File: config.mk
export PLATFORM = sky130hd
export DESIGN_NAME = dbg_trace_buf_flat
export DESIGN_NICKNAME = d
export VERILOG_FILES = /design/src/rtl/dbg_trace_buf_if.sv /design/src/rtl/dbg_trace_buf.sv /design/src/flat_wrapper.sv
export SDC_FILE = /design/constraint.sdc
export NUM_CORES = 2
export LEC_CHECK = 0
export BUFFER_PORTS_ARGS = -buffer_cell sky130_fd_sc_hd__buf_2
export CAP_MARGIN = 10
export CELL_PAD_IN_SITES_DETAIL_PLACEMENT = 0
export CELL_PAD_IN_SITES_GLOBAL_PLACEMENT = 1
export CORE_MARGIN = 1
export CORE_UTILIZATION = 52
export DETAILED_ROUTE_END_ITERATION = 12
export PLACE_DENSITY = 0.9
export REMOVE_ABC_BUFFERS = 1
export SLEW_MARGIN = 0
export SYNTH_ARGS = -nofsm -noshare
export SYNTH_HDL_FRONTEND = slang
export SYNTH_SLANG_ARGS = --single-unit
export TNS_END_PERCENT = 30
File: constraint.sdc
create_clock -name clk -period 14.68 [get_ports clk]
set_input_delay 0.734 -clock clk [delete_from_list [all_inputs] [get_ports clk]]
set_output_delay 0.734 -clock clk [all_outputs]
set_load 0.05 [all_outputs]
File: src/rtl/dbg_trace_buf_if.sv
// Bundle of decode-record, filter/trigger configuration and drain signals
// for dbg_trace_buf. The slave modport is the trace buffer's view.
interface dbg_trace_buf_if #(
    parameter int unsigned XLEN  = 64,
    parameter int unsigned DEPTH = 16
);
    localparam int unsigned CW = $clog2(DEPTH) + 1;

    // Decode record
    logic            dec_valid;
    logic [XLEN-1:0] pc;
    logic [31:0]     inst;
    logic [4:0]      rd;
    logic [4:0]      cause;

    // Filter and trigger configuration
    logic [XLEN-1:0] filt_lo;
    logic [XLEN-1:0] filt_hi;
    logic [XLEN-1:0] trig_pc;
    logic            trig_pc_en;
    logic            trig_cause_en;
    logic            arm;

    // Status
    logic [1:0]      state;
    logic [CW-1:0]   count;
    logic            trig_hit;

    // Drain port
    logic            out_valid;
    logic            out_ready;
    logic [XLEN-1:0] out_pc;
    logic [31:0]     out_inst;
    logic [4:0]      out_rd;
    logic [4:0]      out_cause;

    modport master (
        output dec_valid, pc, inst, rd, cause,
        output filt_lo, filt_hi, trig_pc, trig_pc_en, trig_cause_en, arm,
        output out_ready,
        input  state, count, trig_hit,
        input  out_valid, out_pc, out_inst, out_rd, out_cause
    );

    modport slave (
        input  dec_valid, pc, inst, rd, cause,
        input  filt_lo, filt_hi, trig_pc, trig_pc_en, trig_cause_en, arm,
        input  out_ready,
        output state, count, trig_hit,
        output out_valid, out_pc, out_inst, out_rd, out_cause
    );
endinterface

File: src/rtl/dbg_trace_buf.sv
// Decode-stage trace capture: circular history of filtered decode records,
// frozen a programmable number of records after a trigger, then drained
// oldest-first over a valid/ready port. Observation only; never stalls decode.
module dbg_trace_buf #(
    parameter int unsigned XLEN      = 64,
    parameter int unsigned DEPTH     = 16,
    parameter int unsigned POST_TRIG = 4
) (
    input logic              clk,
    input logic              rst_n,
    dbg_trace_buf_if.slave   io_bus
);
    localparam int unsigned AW = $clog2(DEPTH);
    localparam int unsigned CW = AW + 1;

    typedef enum logic [1:0] {
        StIdle   = 2'd0,
        StRecord = 2'd1,
        StPost   = 2'd2,
        StDrain  = 2'd3
    } state_e;

    typedef struct packed {
        logic [XLEN-1:0] pc;
        logic [31:0]     inst;
        logic [4:0]      rd;
        logic [4:0]      cause;
    } rec_t;

    state_e        r_state;
    logic [CW-1:0] r_count;
    logic [AW-1:0] r_wptr;
    logic [AW-1:0] r_rptr;
    logic [AW-1:0] r_post_cnt;
    logic          r_trig_hit;
    logic          r_out_valid;
    rec_t          r_out;
    rec_t          r_mem [DEPTH];

    logic          w_accept;
    logic          w_trig;
    logic          w_full;
    logic          w_wr_en;
    logic [AW-1:0] w_rptr_nxt;
    rec_t          w_in;
    rec_t          w_head;

    // Window filter, trigger detection and the entry that becomes the drain head.
    always_comb begin
        w_in       = '{pc: io_bus.pc, inst: io_bus.inst, rd: io_bus.rd, cause: io_bus.cause};
        w_accept   = io_bus.dec_valid && (io_bus.pc >= io_bus.filt_lo)
                     && (io_bus.pc <= io_bus.filt_hi);
        w_trig     = w_accept && ((io_bus.trig_pc_en && (io_bus.pc == io_bus.trig_pc))
                     || (io_bus.trig_cause_en && (io_bus.cause != 5'd0)));
        w_full     = (r_count == CW'(DEPTH));
        w_wr_en    = !io_bus.arm && ((r_state == StRecord) || (r_state == StPost)) && w_accept;
        w_rptr_nxt = w_full ? r_rptr + AW'(1) : r_rptr;
        // An empty buffer's head is the record being written this cycle.
        w_head     = (r_count == '0) ? w_in : r_mem[w_rptr_nxt];
    end

    // Trace storage; contents are only meaningful under count/rptr, so no reset.
    always_ff @(posedge clk) begin
        if (w_wr_en) begin
            r_mem[r_wptr] <= w_in;
        end
    end

    // Capture/drain FSM with registered status and drain outputs.
    always_ff @(posedge clk or negedge rst_n) begin
        if (!rst_n) begin
            r_state     <= StIdle;
            r_count     <= '0;
            r_wptr      <= '0;
            r_rptr      <= '0;
            r_post_cnt  <= '0;
            r_trig_hit  <= 1'b0;
            r_out_valid <= 1'b0;
            r_out       <= '0;
        end else if (io_bus.arm) begin
            r_state     <= StRecord;
            r_count     <= '0;
            r_wptr      <= '0;
            r_rptr      <= '0;
            r_post_cnt  <= '0;
            r_trig_hit  <= 1'b0;
            r_out_valid <= 1'b0;
        end else begin
            unique case (r_state)
                StIdle: ;
                StRecord, StPost: begin
                    if (w_accept) begin
                        r_wptr <= r_wptr + AW'(1);
                        r_rptr <= w_rptr_nxt;
                        if (!w_full) begin
                            r_count <= r_count + CW'(1);
                        end
                        // Entering DRAIN presents the head at once, so out_valid
                        // tracks the state with no bubble.
                        if (r_state == StRecord) begin
                            if (w_trig) begin
                                r_trig_hit <= 1'b1;
                                if (POST_TRIG == 0) begin
                                    r_state     <= StDrain;
                                    r_out_valid <= 1'b1;
                                    r_out       <= w_head;
                                end else begin
                                    r_post_cnt <= AW'(POST_TRIG);
                                    r_state    <= StPost;
                                end
                            end
                        end else begin
                            r_post_cnt <= r_post_cnt - AW'(1);
                            if (r_post_cnt == AW'(1)) begin
                                r_state     <= StDrain;
                                r_out_valid <= 1'b1;
                                r_out       <= w_head;
                            end
                        end
                    end
                end
                StDrain: begin
                    if (r_count == '0) begin
                        r_state     <= StIdle;
                        r_out_valid <= 1'b0;
                    end else if (r_out_valid && io_bus.out_ready) begin
                        r_rptr  <= r_rptr + AW'(1);
                        r_count <= r_count - CW'(1);
                        if (r_count == CW'(1)) begin
                            r_out_valid <= 1'b0;
                            r_state     <= StIdle;
                        end else begin
                            r_out <= r_mem[r_rptr + AW'(1)];
                        end
                    end
                end
                default: r_state <= StIdle;
            endcase
        end
    end

    assign io_bus.state     = r_state;
    assign io_bus.count     = r_count;
    assign io_bus.trig_hit  = r_trig_hit;
    assign io_bus.out_valid = r_out_valid;
    assign io_bus.out_pc    = r_out.pc;
    assign io_bus.out_inst  = r_out.inst;
    assign io_bus.out_rd    = r_out.rd;
    assign io_bus.out_cause = r_out.cause;
endmodule

File: src/flat_wrapper.sv
// flat-port wrapper written by rule: the top's interface ports become plain ports
module dbg_trace_buf_flat 
#(
    parameter int unsigned XLEN      = 64,
    parameter int unsigned DEPTH     = 16,
    parameter int unsigned POST_TRIG = 4
)
  (clk, rst_n, io_bus_dec_valid, io_bus_pc, io_bus_inst, io_bus_rd, io_bus_cause, io_bus_filt_lo, io_bus_filt_hi, io_bus_trig_pc, io_bus_trig_pc_en, io_bus_trig_cause_en, io_bus_arm, io_bus_out_ready, io_bus_state, io_bus_count, io_bus_trig_hit, io_bus_out_valid, io_bus_out_pc, io_bus_out_inst, io_bus_out_rd, io_bus_out_cause);
  dbg_trace_buf_if #(.XLEN(XLEN), .DEPTH(DEPTH)) io_bus_i ();
  input logic clk;
  input logic rst_n;
  input wire logic [$bits(io_bus_i.dec_valid)-1:0] io_bus_dec_valid;
  input wire logic [$bits(io_bus_i.pc)-1:0] io_bus_pc;
  input wire logic [$bits(io_bus_i.inst)-1:0] io_bus_inst;
  input wire logic [$bits(io_bus_i.rd)-1:0] io_bus_rd;
  input wire logic [$bits(io_bus_i.cause)-1:0] io_bus_cause;
  input wire logic [$bits(io_bus_i.filt_lo)-1:0] io_bus_filt_lo;
  input wire logic [$bits(io_bus_i.filt_hi)-1:0] io_bus_filt_hi;
  input wire logic [$bits(io_bus_i.trig_pc)-1:0] io_bus_trig_pc;
  input wire logic [$bits(io_bus_i.trig_pc_en)-1:0] io_bus_trig_pc_en;
  input wire logic [$bits(io_bus_i.trig_cause_en)-1:0] io_bus_trig_cause_en;
  input wire logic [$bits(io_bus_i.arm)-1:0] io_bus_arm;
  input wire logic [$bits(io_bus_i.out_ready)-1:0] io_bus_out_ready;
  output wire logic [$bits(io_bus_i.state)-1:0] io_bus_state;
  output wire logic [$bits(io_bus_i.count)-1:0] io_bus_count;
  output wire logic [$bits(io_bus_i.trig_hit)-1:0] io_bus_trig_hit;
  output wire logic [$bits(io_bus_i.out_valid)-1:0] io_bus_out_valid;
  output wire logic [$bits(io_bus_i.out_pc)-1:0] io_bus_out_pc;
  output wire logic [$bits(io_bus_i.out_inst)-1:0] io_bus_out_inst;
  output wire logic [$bits(io_bus_i.out_rd)-1:0] io_bus_out_rd;
  output wire logic [$bits(io_bus_i.out_cause)-1:0] io_bus_out_cause;
  assign io_bus_i.dec_valid = io_bus_dec_valid;
  assign io_bus_i.pc = io_bus_pc;
  assign io_bus_i.inst = io_bus_inst;
  assign io_bus_i.rd = io_bus_rd;
  assign io_bus_i.cause = io_bus_cause;
  assign io_bus_i.filt_lo = io_bus_filt_lo;
  assign io_bus_i.filt_hi = io_bus_filt_hi;
  assign io_bus_i.trig_pc = io_bus_trig_pc;
  assign io_bus_i.trig_pc_en = io_bus_trig_pc_en;
  assign io_bus_i.trig_cause_en = io_bus_trig_cause_en;
  assign io_bus_i.arm = io_bus_arm;
  assign io_bus_i.out_ready = io_bus_out_ready;
  assign io_bus_state = io_bus_i.state;
  assign io_bus_count = io_bus_i.count;
  assign io_bus_trig_hit = io_bus_i.trig_hit;
  assign io_bus_out_valid = io_bus_i.out_valid;
  assign io_bus_out_pc = io_bus_i.out_pc;
  assign io_bus_out_inst = io_bus_i.out_inst;
  assign io_bus_out_rd = io_bus_i.out_rd;
  assign io_bus_out_cause = io_bus_i.out_cause;
  dbg_trace_buf #(.XLEN(XLEN), .DEPTH(DEPTH), .POST_TRIG(POST_TRIG)) u_core (.clk(clk), .rst_n(rst_n), .io_bus(io_bus_i));
endmodule
Word level (Yosys, flattened, before mapping). Memory sizes are Yosys's and may differ from the RTL's. Index checks and enable logic that the tools add are counted.

Register bits after elaboration: 127. Memory bits (writable): 1696. Bits of input ports: 305. Output and inout port bits: 115. Memories: 1.

$add $sub $neg: 5. $lt $le $gt $ge: 2. Eq/ne operators: 24. Muxes and demuxes: 52. Bitwise operators: 1. Reduce and logical (&&, ||, !) cells: 28.

Memories: u_core.r_mem (depth 16, bits a word 106, rd ports 2, clocked after Yosys merged registers in 0, write ports 1, RTL line dbg_trace_buf.sv:38) `rec_t r_mem [DEPTH];`.

Operators with widths (number): $mux W106 (7); $pmux W106 S2 (1); $eq A64 B64 Y1 (1); $ge A64 B64 Y1 (1); $le A64 B64 Y1 (1); $mux W4 (13); $mux W5 (5); $mux W2 (8); $mux W1 (14); $ne A3 B2 Y1 const B (4); $ne A4 B2 Y1 const B (3); $reduce_and A6 Y1 (2); $pmux W5 S2 (1); $reduce_bool A2 Y1 (5); $ne A3 B3 Y1 const B (3); $add A4 B1 Y4 const B (2); $logic_and A1 B1 Y1 (8); $pmux W4 S2 (1); $reduce_and A4 Y1 (2); $reduce_and A8 Y1 (1); $ne A2 B1 Y1 const B (3); $ne A2 B2 Y1 const B (3); $add A5 B1 Y5 const B (1); $eq A5 B1 Y1 const B (1); other kinds (19) (21).

Depth between registers and ports, before layout.
Depth in word-level cells: 9. Depth in mapped cells: 13.

Worst setup path after synthesis. Ideal clock, no wire load.

Path type: input to register. Start: in io_bus_filt_hi[58]. End: mem u_core.r_mem[7][0] in the netlist's numbering, enable pin. Setup time: 0.831 ns. Arrival: 12.781 ns. Setup slack: 1.068 ns. Stages: 11. Path buffers: 2. Path through: inv_1 -> ha_1 -> nand4_1 -> nor4_2 -> nand3_1 -> or4_1 -> nor2_1 -> o221ai_4 -> buf_2 -> buf_2 -> nor4_1.

Longest elaborated chain between the ends: 5.

RTL lines: from (decl) (RTL line flat_wrapper.sv:18) `input wire logic [$bits(io_bus_i.filt_hi)-1:0] io_bus_filt_hi;`; $le A64 B64 Y1 (RTL line dbg_trace_buf.sv:52) `&& (io_bus.pc <= io_bus.filt_hi);`; $logic_and A1 B1 Y1 (RTL line dbg_trace_buf.sv:52); $logic_and A1 B1 Y1 (RTL line dbg_trace_buf.sv:56) `w_wr_en = !io_bus.arm && ((r_state == StRecord) || (r_state == StPost)) && w_accept;`; $mux W1 (RTL line dbg_trace_buf.sv:64) `if (w_wr_en) begin`; $mux W1 (not written as such) (RTL line dbg_trace_buf.sv:65) `r_mem[r_wptr] <= w_in;`; to (decl) (RTL line dbg_trace_buf.sv:38).

Every way passes these cells.

Worst setup path after layout.
Start: in io_bus_pc[47]. End: mem u_core.r_mem[3][21] in the netlist's numbering, enable pin.

Longest elaborated chain between the ends: 6.

RTL lines: from (decl) (RTL line flat_wrapper.sv:13) `input wire logic [$bits(io_bus_i.pc)-1:0] io_bus_pc;`; $ge A64 B64 Y1 (RTL line dbg_trace_buf.sv:51) `w_accept = io_bus.dec_valid && (io_bus.pc >= io_bus.filt_lo)`; $logic_and A1 B1 Y1 (RTL line dbg_trace_buf.sv:51); $logic_and A1 B1 Y1 (*) (RTL line dbg_trace_buf.sv:52); $logic_and A1 B1 Y1 (*) (RTL line dbg_trace_buf.sv:56); $mux W1 (*) (RTL line dbg_trace_buf.sv:64); $mux W1 (not written as such) (*) (RTL line dbg_trace_buf.sv:65).

Mark *: on every way between the ends. The rest lies on a longest branch, timed or not.

==> reports/qor.csv <==
metric;value;unit
cts_resized;0;
intPower;9.50;mW
area_delta_synth_final;11.1;%
critPathMaxStageDelay;1.09;ns
synthFlopType;edfxtp_1;
multiInputGateArea;38800;um2
combPwrFrac;0.240;
fin_skew;0.0550;ns
drt-initial-drc-count;9374;
leakage;34.2;nW
synthArstFlopShare;0.0697;
wl_per_cell;31.3;um
p_clk_frac;0.353;
cts.sinks;1823;
whs;0.268;ns
hold_violations;0;
dp_slack;7.13;ns
yosys_warnings;0;
path_class;input pin to register;
synth_area_leader_cell;edfxtp_1;
p_switching;4.57;mW
layout_commonest_cell;mux2i_1;
slowest_stage;nor3_1;
grtUsageTotal;0.333;
min_period;7.31;ns
dr.pass1.iters;10;
status;complete, no violations;
peakVddDrop;0.000279;V
synthCells;7405;
drive_above_1_share;0.140;
grt_antenna_before_repair;38;
vias_per_cell;6.93;
fillerInstances;14000;
gp_congestion;0.941;
row_count;156;
crit_required;15.12;ns
cts_buffers;190;
hpwl;176000;um
maxCapViolations;0;
die_h;431;um
startpoint_type;input pin;
power_density;133;nW/um2
finalCritPeriodShare;0.498;
grt.busiest_layer;met2;
via_count;70000;
worstPathArrival;7.75;ns
insertion_delay;0.85;ns
path_cells;buf_2, ha_1, nand4_1, nor3_1, nand3_1, or4_1, nor2_1, o221ai_4, buf_4, nor4b_1, and2_4, buf_4, buf_4;
seqPwrFrac;0.407;
ys_seq_area_frac;0.567;
cts_max_path_buffers;3;
initial_utilization;0.526;
fmax;137;MHz
dieArea;185000;um2
wl;317000;um
seq_area;54100;um2
synth_cell_type_count;65;
timing.final.setup_violations;0;
grt_pass1_wl;455000;um
post_cts_buffers;0;
antenna_left;0;
cts.clk_slew.worst_paths;0.06;ns
worstHoldPathType;input pin to register;
tritoncts;done;
post-route-drc-count;0;
drv_slew;0;
grt_overflow_total;0;
finalWorstSetupSlack;7.37;ns
core;182000;um2
path_common_cell;buf_4;
critPathMaxFanout;39;
swShare;0.325;
relSlewSlack;0.106;
ys_top_cells_by_area;edfxtp_1, mux2i_1, a221oi_1;
pin_count;420;
tightest_slew;1.34;ns
synth_area;95500;um2
met2_usage;0.517;
rsz0062_at_grt;no;
htree_levels;4;
fin_nets;8000;
fin_setup_tns;0;ns
portBuffers;419;
grt_use_met3;0.0791;
met1_usage;0.411;
synth_edf_count;1696;
ys_ff_latch;1823;
syn_area_per_cell;12.9;um2
grt_pass1_vias;69300;
layout_common_cells;mux2i_1, edfxtp_1, nand2_1;
die_width;431;um
yosysTopAreaCellShare;0.533;
endpoint_kind;register;
cts_root_buf;clkbuf_16;
grt_max_degree;174;
cell families (layout without fill, tap and decap cells):
| group | count (synthesis) | after routing | share of synthesized area |
|---|---|---|---|
| adders and majority gates | 142 | 142 | 0.0186 |
| muxes | 1915 | 1915 | 0.217 |
| other | 0 | 18 | 0 |
| buffers and inverters | 752 | 1067 | 0.0302 |
| and+or+nand+nor | 1704 | 1704 | 0.0774 |
| DFF | 1823 | 1823 | 0.567 |
| xor gates and xnor gates | 55 | 55 | 0.00504 |
| AOI/OAI and AO/OA | 1014 | 1014 | 0.0852 |
layout make-up:
class	count	share of cell area
Antenna cell	18	0.000425
Clock inverter	110	0.0119
Timing Repair Buffer	540	0.0301
Sequential cell	1823	0.510
Multi-Input combinational cell	4830	0.365
Inverter	168	0.00599
Tap cell	2370	0.0280
Clock buffer	249	0.0482
flip-flops by register name, summed over array words and instances, names as in the netlist:
register	count
u_core.io_bus.state	2
u_core.io_bus.count	5
u_core.io_bus.out_cause	5
u_core.io_bus.trig_hit	1
u_core.io_bus.out_valid	1
u_core.r_post_cnt	4
u_core.io_bus.out_pc	64
u_core.r_wptr	4
u_core.io_bus.out_rd	5
u_core.r_mem	1696
u_core.r_rptr	4
u_core.io_bus.out_inst	32
repair_timing:
action                                  4_1_cts  5_1_grt
endpoints found under the hold margin        40        0
endpoints found under the setup margin        0        0
hold buffers                                  1        0
metrics by stage:
step	total power, mW	util	instances	instance area, um2
after CTS	14.0	0.584	10100	106000
final	14.1	0.584	10100	106000
after floorplan	9.99	-	6821	93200
after detailed placement	9.08	0.549	9730	99600
after global placement	9.04	0.549	9729	99600
after global routing	14.4	0.584	10100	106000
worst max-delay path, delay by kind of cell:
kind	cells	cell delay, ns
AOI/OAI and AO/OA	1	0.13
adders and majority gates	1	0.47
buffers and inverters	4	2.06
and+or+nand+nor	7	4.24
Yosys cell counts, types with 6 or more instances:
cell,n
dfrtp_1,127
mux2i_1,1698
o22ai_1,6
a31oi_1,9
a221oi_1,535
clkbuf_1,455
a21oi_1,52
nor2_1,33
o211ai_1,112
o21ai_0,29
nor3_1,14
nand2_1,1006
a22oi_1,107
buf_2,23
buf_1,101
a21o_1,114
and2_1,9
mux2_2,86
a211oi_1,9
inv_1,166
ha_1,142
edfxtp_1,1696
mux2_4,25
xor2_1,26
mux4_2,106
xnor2_1,29
nand4_1,32
nand3_1,556
nor4_1,21
per-layer routing:
metal / wire length, um / up-vias
met5: 126 / -
met4: 23200 / 20
met3: 35600 / 1023
met2: 145000 / 4826
met1: 113000 / 34900
li1: - / 29300
power groups by stage:
| stage | Sequential (mW) | Combinational [mW] | Clock (mW) |
|---|---|---|---|
| after floorplan | 5.96 | 4.03 | 0 |
| after global placement | 5.83 | 3.21 | 0 |
| after detailed placement | 5.83 | 3.24 | 0 |
| after CTS | 5.72 | 3.26 | 4.99 |
| after global routing | 5.73 | 3.47 | 5.19 |
| final | 5.72 | 3.38 | 4.97 |
path summary, 6_finish.rpt:
| path | cells past startpoint | startpoint | endpoint | slack, ns |
|---|---|---|---|---|
| hold / removal | 1 | io_bus_inst[12] | u_core.r_mem[9][22]$_DFFE_PP_ | 0.27 |
| max in group asynchronous | 3 | rst_n | u_core.io_bus.out_rd[2]$_DFFE_PN0P_ | 13.08 |
| setup / recovery | 13 | io_bus_pc[47] | u_core.r_mem[3][21]$_DFFE_PP_ | 7.37 |
| setup reg to reg | 10 | u_core.r_rptr[0]$_DFFE_PN0P_ | u_core.io_bus.out_pc[38]$_DFFE_PN0P_ | 7.79 |
| min in group asynchronous | 2 | rst_n | u_core.io_bus.out_pc[54]$_DFFE_PN0P_ | 0.40 |
| hold reg to reg | 1 | u_core.io_bus.out_rd[4]$_DFFE_PN0P_ | u_core.io_bus.out_rd[4]$_DFFE_PN0P_ | 0.50 |
No activity file was read; power rests on OpenSTA's default activity.
